**config.mk**
```make
export PLATFORM = sky130hd
export DESIGN_NAME = neda_fir_ctrl_flat
export DESIGN_NICKNAME = d
export VERILOG_FILES = /design/src/rtl/neda_fir_ctrl_if.sv /design/src/rtl/neda_fir_ctrl.sv /design/src/flat_wrapper.sv
export SDC_FILE = /design/constraint.sdc
export NUM_CORES = 1
export LEC_CHECK = 0
export BUFFER_PORTS_ARGS = -buffer_cell sky130_fd_sc_hd__buf_2
export CORE_MARGIN = 1.5
export CORE_UTILIZATION = 50
export DETAILED_ROUTE_END_ITERATION = 6
export GPL_ROUTABILITY_DRIVEN = 0
export PLACE_DENSITY = 0.79
export SLEW_MARGIN = 20
export SYNTH_ARGS = -nofsm -noshare
export SYNTH_HDL_FRONTEND = slang
export SYNTH_SLANG_ARGS = --single-unit
```
**constraint.sdc**
```tcl
create_clock -name clk -period 2.9 [get_ports clk]
set_clock_uncertainty 0.15 [all_clocks]
set_input_delay 0.145 -clock clk [delete_from_list [all_inputs] [get_ports clk]]
set_output_delay 0.145 -clock clk [all_outputs]
set_load 0.02 [all_outputs]
```
**src/rtl/neda_fir_ctrl_if.sv**
```systemverilog
// Stream handshake bundle for the NEDA FIR controller: sample input and result output.
interface neda_fir_ctrl_if;
    localparam int unsigned SAMPLE_W = 8;
    localparam int unsigned RESULT_W = 24;

    logic                s_valid;
    logic                s_ready;
    logic [SAMPLE_W-1:0] s_data;
    logic                s_last;
    logic                m_valid;
    logic                m_ready;
    logic [RESULT_W-1:0] m_data;
    logic                m_last;

    // Producer/consumer side (testbench or surrounding fabric)
    modport master (
        output s_valid, s_data, s_last, m_ready,
        input  s_ready, m_valid, m_data, m_last
    );

    // Controller side
    modport slave (
        input  s_valid, s_data, s_last, m_ready,
        output s_ready, m_valid, m_data, m_last
    );
endinterface

```
**src/rtl/neda_fir_ctrl.sv**
```systemverilog
// Control and delay line for an 8-tap NEDA FIR: feeds the external datapath
// through neda_x and registers its result, with per-frame warm-up handling.
module neda_fir_ctrl #(
    parameter bit SUPPRESS_WARMUP = 1'b1
) (
    input  logic                 clk,
    input  logic                 rst_n,
    input  logic                 clr,
    neda_fir_ctrl_if.slave       bus,
    output logic [63:0]          neda_x,
    input  logic [23:0]          neda_y,
    output logic                 busy
);
    localparam int unsigned TAPS     = 8;
    localparam int unsigned SAMPLE_W = 8;
    localparam int unsigned LINE_W   = TAPS * SAMPLE_W;
    localparam int unsigned CNT_W    = 4;
    localparam logic [CNT_W-1:0] FILL_MAX = CNT_W'(TAPS);

    typedef enum logic [1:0] {
        ST_IDLE,
        ST_FILL,
        ST_RUN
    } state_t;

    state_t             state;
    state_t             state_nxt;
    logic               v1;
    logic               l1;
    logic               w1;
    logic [CNT_W-1:0]   fill_cnt;
    logic [CNT_W-1:0]   cnt_base;
    logic [CNT_W-1:0]   cnt_nxt;
    logic [LINE_W-1:0]  line_base;
    logic [LINE_W-1:0]  line_nxt;
    logic               adv2;
    logic               ready_c;
    logic               xfer;
    logic               leave1;
    logic               drop;
    logic               emit;
    logic               frame_end;

    // Handshake decode and next delay-line / fill-count values
    always_comb begin
        adv2      = !bus.m_valid | bus.m_ready;
        ready_c   = rst_n & !clr & (!v1 | adv2);
        xfer      = bus.s_valid & ready_c;
        leave1    = v1 & adv2;
        drop      = SUPPRESS_WARMUP & w1 & !l1;
        emit      = leave1 & !drop;
        frame_end = leave1 & l1;
        line_base = frame_end ? '0 : neda_x;
        cnt_base  = frame_end ? '0 : fill_cnt;
        line_nxt  = line_base;
        cnt_nxt   = cnt_base;
        if (xfer) begin
            line_nxt = {line_base[LINE_W-SAMPLE_W-1:0], bus.s_data};
            cnt_nxt  = (cnt_base == FILL_MAX) ? FILL_MAX : cnt_base + CNT_W'(1);
        end
        if (cnt_nxt == '0) begin
            state_nxt = ST_IDLE;
        end else if (cnt_nxt == FILL_MAX) begin
            state_nxt = ST_RUN;
        end else begin
            state_nxt = ST_FILL;
        end
    end

    assign bus.s_ready = ready_c;
    assign busy        = v1 | bus.m_valid | (state != ST_IDLE);

    // Stage 1 (delay line, frame FSM) and stage 2 (result register)
    always_ff @(posedge clk or negedge rst_n) begin
        if (!rst_n) begin
            neda_x      <= '0;
            fill_cnt    <= '0;
            state       <= ST_IDLE;
            v1          <= 1'b0;
            l1          <= 1'b0;
            w1          <= 1'b0;
            bus.m_valid <= 1'b0;
            bus.m_data  <= '0;
            bus.m_last  <= 1'b0;
        end else if (clr) begin
            neda_x      <= '0;
            fill_cnt    <= '0;
            state       <= ST_IDLE;
            v1          <= 1'b0;
            l1          <= 1'b0;
            w1          <= 1'b0;
            bus.m_valid <= 1'b0;
            bus.m_last  <= 1'b0;
        end else begin
            neda_x   <= line_nxt;
            fill_cnt <= cnt_nxt;
            state    <= state_nxt;
            if (xfer) begin
                v1 <= 1'b1;
                l1 <= bus.s_last;
                // Sample taken before the line was full is a warm-up sample
                w1 <= (cnt_nxt < FILL_MAX);
            end else if (leave1) begin
                v1 <= 1'b0;
                l1 <= 1'b0;
                w1 <= 1'b0;
            end
            if (adv2) begin
                bus.m_valid <= emit;
                bus.m_last  <= emit & l1;
                if (emit) begin
                    bus.m_data <= neda_y;
                end
            end
        end
    end
endmodule

```
**src/flat_wrapper.sv**
```systemverilog
// flat-port wrapper written by rule: the top's interface ports become plain ports
module neda_fir_ctrl_flat 
#(
    parameter bit SUPPRESS_WARMUP = 1'b1
)
  (clk, rst_n, clr, neda_x, neda_y, busy, bus_s_valid, bus_s_data, bus_s_last, bus_m_ready, bus_s_ready, bus_m_valid, bus_m_data, bus_m_last);
  neda_fir_ctrl_if bus_i ();
  input  logic clk;
  input  logic rst_n;
  input  logic clr;
  output logic [63:0] neda_x;
  input  logic [23:0] neda_y;
  output logic busy;
  input wire logic [$bits(bus_i.s_valid)-1:0] bus_s_valid;
  input wire logic [$bits(bus_i.s_data)-1:0] bus_s_data;
  input wire logic [$bits(bus_i.s_last)-1:0] bus_s_last;
  input wire logic [$bits(bus_i.m_ready)-1:0] bus_m_ready;
  output wire logic [$bits(bus_i.s_ready)-1:0] bus_s_ready;
  output wire logic [$bits(bus_i.m_valid)-1:0] bus_m_valid;
  output wire logic [$bits(bus_i.m_data)-1:0] bus_m_data;
  output wire logic [$bits(bus_i.m_last)-1:0] bus_m_last;
  assign bus_i.s_valid = bus_s_valid;
  assign bus_i.s_data = bus_s_data;
  assign bus_i.s_last = bus_s_last;
  assign bus_i.m_ready = bus_m_ready;
  assign bus_s_ready = bus_i.s_ready;
  assign bus_m_valid = bus_i.m_valid;
  assign bus_m_data = bus_i.m_data;
  assign bus_m_last = bus_i.m_last;
  neda_fir_ctrl #(.SUPPRESS_WARMUP(SUPPRESS_WARMUP)) u_core (.clk(clk), .rst_n(rst_n), .clr(clr), .bus(bus_i), .neda_x(neda_x), .neda_y(neda_y), .busy(busy));
endmodule
```
* Word-level counts from Yosys, hierarchy flattened *
Index checks and enable logic that the tools add are counted.

cells by class
  add/sub/neg operators = 1
  $lt $le $gt $ge = 1
  equal/unequal tests = 2
  multiplexer cells = 21
  bitwise logic cells = 13
  reductions and logical operators = 11

operators with widths
  kind                                                           count
  64-bit two-way mux                                             3
  4-bit two-way mux                                              4
  1-bit two-way mux                                              11
  1-bit AND                                                      8
  4-bit equality test, second input constant                     2
  2-bit two-way mux                                              3
  3-bit nonzero test                                             2
  1-bit logical NOT                                              5
  4-bit by 1-bit adder with 4-bit output, second input constant  1
  4-bit logical NOT                                              1
  4-bit < comparator, second input constant                      1
  1-bit bitwise OR                                               4
  2-bit nonzero test                                             2
  3-bit AND reduction                                            1
  1-bit inverter                                                 1

word-level totals
  register bits = 99
  output and inout bits = 92
  logic and storage cells = 59

* Logic depth before layout (Yosys ltp) *
  depth in word-level cells = 12
  mapped depth = 10

* Worst setup path after synthesis *
OpenSTA, ideal clock, no wires.

  path type = flip-flop to flip-flop
  start = register u_core.bus.m_valid
  end = register u_core.state[1]
  arrival time = 2.025 ns
  required time = 2.630 ns
  slack = 0.604 ns
  stages on the path, launching flop included = 11
  path buffers = 1
  clock period less this slack = 2.296 ns
  path through = dfrtp_1 -> nand2b_1 -> nand3_1 -> clkbuf_1 -> nand2_1 -> inv_1 -> ha_1 -> nand4b_1 -> nor2_1 -> mux2_2 -> and4_1

between the ends
  cells in the longest elaborated chain, start to end = 12

RTL lines
  item                                                                                  line                    text
  from (decl)                                                                           neda_fir_ctrl_if.sv:24  output s_ready, m_valid, m_data, m_last
  from (signal assigned)                                                                neda_fir_ctrl.sv:109    bus.m_valid <= emit;
  1-bit logical NOT (*)                                                                 neda_fir_ctrl.sv:46     adv2 = !bus.m_valid | bus.m_ready;
  1-bit bitwise OR (*)                                                                  neda_fir_ctrl.sv:46
  1-bit AND                                                                             neda_fir_ctrl.sv:49     leave1 = v1 & adv2;
  1-bit AND                                                                             neda_fir_ctrl.sv:52     frame_end = leave1 & l1;
  4-bit two-way mux                                                                     neda_fir_ctrl.sv:54     cnt_base = frame_end ? '0 : fill_cnt;
  4-bit by 1-bit adder with 4-bit output / 4-bit equality test (equally long branches)  neda_fir_ctrl.sv:59     cnt_nxt = (cnt_base == FILL_MAX) ? FILL_MAX : cnt_base + CNT_W'(1);
  4-bit two-way mux                                                                     neda_fir_ctrl.sv:59
  4-bit two-way mux (*)                                                                 neda_fir_ctrl.sv:57     if (xfer) begin
  4-bit equality test                                                                   neda_fir_ctrl.sv:63     end else if (cnt_nxt == FILL_MAX) begin
  2-bit two-way mux                                                                     neda_fir_ctrl.sv:63
  2-bit two-way mux (*)                                                                 neda_fir_ctrl.sv:61     if (cnt_nxt == '0) begin
  2-bit two-way mux (*)                                                                 neda_fir_ctrl.sv:85     end else if (clr) begin
  to (signal assigned)                                                                  neda_fir_ctrl.sv:97     state <= state_nxt;
  to (decl)                                                                             neda_fir_ctrl.sv:26     state_t state;

Every way passes the cells marked *; elsewhere a longest branch is shown, timed or not.
A chain may end at the register's enable or synchronous reset.

* Worst setup path after layout *
  start = register u_core.bus.m_valid
  end = register u_core.bus.m_data[5]

between the ends
  cells in the longest elaborated chain, start to end = 5

RTL lines
  item                                      line                    text
  1-bit logical NOT (*)                     neda_fir_ctrl.sv:46
  1-bit bitwise OR (*)                      neda_fir_ctrl.sv:46
  1-bit AND                                 neda_fir_ctrl.sv:49
  1-bit AND                                 neda_fir_ctrl.sv:51     emit = leave1 & !drop;
  3-bit AND reduction (no source line) (*)  --
  to (signal assigned)                      neda_fir_ctrl.sv:112    bus.m_data <= neda_y;
  to (decl)                                 neda_fir_ctrl_if.sv:24

Marked as above.

==> results.toml <==
[setup_path]
path_cells = "nand2b_1, o2111a_1, mux2_2"
crit_type = "register to register"
cpLargestDelayFamily = "compound AO/OA/AOI/OAI gates"
cp_slowest_cell = "o2111a_1"
arrival_ps = 2290
crit_cells = 3
cp.buffers_inverters = 0
reg2reg_depth = 3
critPathMaxFanout = 25
slowest_delay_ps = 900
critPathRequiredTime_ps = 2990
critPathLaunchType = "register"
reg2reg_slack_ps = 700
end_kind = "register"

[pwr]
power_leakage_nw = 2.60
power.density_nw_per_um2 = 538
vdd_drop_max_uv = 251

[detailed_routing]
drt_iter0_drc = 215
drc = 0
vias = 3408
firstDrtPassIters = 4
via_per_inst = 5.17
antenna_left = 0
wl_per_cell_um = 14.7
wl_um = 9670

[grt]
grt_pass1_wl_um = 15900
grt_remaining_overflow = 0
grt_max_degree = 76
grt_pass1_vias = 3327
gr-usage-all-layers_pct = 23.4
antenna_found_initial = 0

[logic_synthesis]
synth_edf_count = 0
synth_seq_area_share_pct = 61.2
synth_fa_ha_area_share_pct = 0.618
synth_top_family_by_area = "simple AND/OR/NAND/NOR gates"
yosysTopAreaCell = "dfrtp_1"
syn_area_sq_um = 4050
synth-xor-area-share_pct = 0.216
async_flop_share_pct = 100
yosysMostFrequentCell = "nand2_1"
synth_seq_cells = 99
synth.area.mux_share_pct = 6.96
yosysUniqueCellTypes = 35
yosys_warnings = 0
synth_top_area_share_pct = 61.2
avgSynthCellArea_sq_um = 10.1
synth_compound_area_share_pct = 10.5
ys_top_cells_by_area = "dfrtp_1 61%, nand2_1 11%, a21oi_1 8.7%, mux2_2 7.0%, nand3_1 2.6%"
yosys-top-cells-count = "121 x nand2_1, 99 x dfrtp_1, 70 x a21oi_1"
synth_nets = 439
synth-simple-area-share_pct = 16.8
syn_inst = 399
dominantRegCellSynth = "dfrtp_1"

[finish]
syn2layout_area_growth_pct = 31.3
stdcell_count = 659
nFillCells = 595
final_layout_size_suffix_gt1_share_pct = 32.7
final_nets = 592
antenna_cells = 0

[flow_run]
cap_viol_max_count = 0

[timing]
relSlewSlack_pct = 32.3
worstMarginPinSlew_ps = 1020
final.min_clock_period_ps = 2200
max_freq_ghz = 0.454
rsz0062_at_grt = "no"
finalSetupViolCount = 0
hold_viol = 0
fin_setup_tns_ps = 0
slew_viol_final = 0
timing.final.crit_share_pct = 75.9

[clocking]
h-tree-depth = 3
cts-resized-gates = 0
postCtsSetupRepairBufs = 0
clkLatencyLatePin_ps = 360
cts_buffers = 9
cts_root_buf = "clkbuf_8"
cts.path.max_buffers = 2
cts_tree = "yes"
cts.clk_slew.worst_paths_ps = 100
cts_sinks = 99

[floorplanning]
die_area_sq_um = 8640
die_w_um = 93.0
start_util_pct = 52.1
die_h_um = 93.0
pin_count = 130
num_rows = 32
coreArea_sq_um = 7770

[placement]
dp_cells = 609
hpwl_um = 6150
numPortBuffers = 129

[min_path]
hold_path.class = "input pin to register"
hold_depth = 2

[status]
outcome = "complete, no violations"
cells in the final DEF, fill, tap and decap left out, types with 2 or more instances in the layout:
master and count:
buf_2 128, nand2_1 121, dfrtp_1 99, a21oi_1 70, dlygate4sd3_1 34, mux2_2 25, nand3_1 21, clkbuf_8 11
buf_4 5, nor2_1 4, inv_1 3, a31oi_1 3, and3b_1 2, or2_2 2, ha_1 2, clkinv_4 2
buf_12 2
registers in the layout, indices dropped and copies added (netlist names):
register and flops:
u_core.neda_x 64, u_core.bus.m_data 24, u_core.fill_cnt 4, u_core.state 2, u_core.bus.m_last 1, u_core.bus.m_valid 1
u_core.l1 1, u_core.v1 1, u_core.w1 1
repair_timing:
item | 4_1_cts | 5_1_grt
setup endpoints to repair | 0 | 0
hold endpoints to repair | 57 | 0
hold buffers | 34 | 0
kinds of logic after synthesis:
| family | after synthesis |
|---|---|
| simple gates | 160 |
| mux | 25 |
| compound gates | 81 |
| xor+xnor | 1 |
| flops | 99 |
| buf+inv | 31 |
| fa+ha+maj | 2 |
power by group:
group / leakage [nW] / internal (mW) / switching [mW]
clock: 0.0981 / 0.371 / 0.487
sequential: 1.33 / 1.47 / 0.0504
combinational: 1.17 / 0.195 / 0.278
final timing paths:
| check | start | end |
|---|---|---|
| min in group asynchronous | rst_n | u_core.bus.m_data[14] |
| min reg2reg | u_core.bus.m_data[13] | u_core.bus.m_data[13] |
| max in group asynchronous | rst_n | u_core.neda_x[20] |
| max | u_core.bus.m_valid | u_core.bus.m_data[5] |
| min | clr | u_core.fill_cnt[2] |
| max reg2reg | u_core.bus.m_valid | u_core.bus.m_data[5] |
metal layers:
layer / GRT usage [%] / share of wire, %
met3: 5.50 / 6.7
met2: 38.3 / 49
met1: 29.9 / 42
met5: 0 / 0
met4: 9.72 / 1.9
cell type report:
cell class	count	area (sq um)	area share, %
Tap cell	102	128	2.40
Timing Repair Buffer	169	1060	19.9
Clock buffer	11	151	2.85
Multi-Input combinational cell	269	1440	27.1
Clock inverter	5	45.0	0.848
Inverter	4	15.0	0.283
Sequential cell	99	2480	46.6
per-stage QoR:
step                worst slack (ps)  hold slack, ps  instance area [sq um]  total power, mW  util (%)
detailed placement               668            54.3                   4780             1.99      61.5
floorplan                        604            -301                   4050             1.80         -
CTS                              687            17.8                   5310             2.87      68.4
global route                     507            28.1                   5310             2.99      68.4
finish                           698            25.2                   5310             2.86      68.4
global placement                 731            60.8                   4780             1.97      61.5
(Power assumes the default switching activity.)
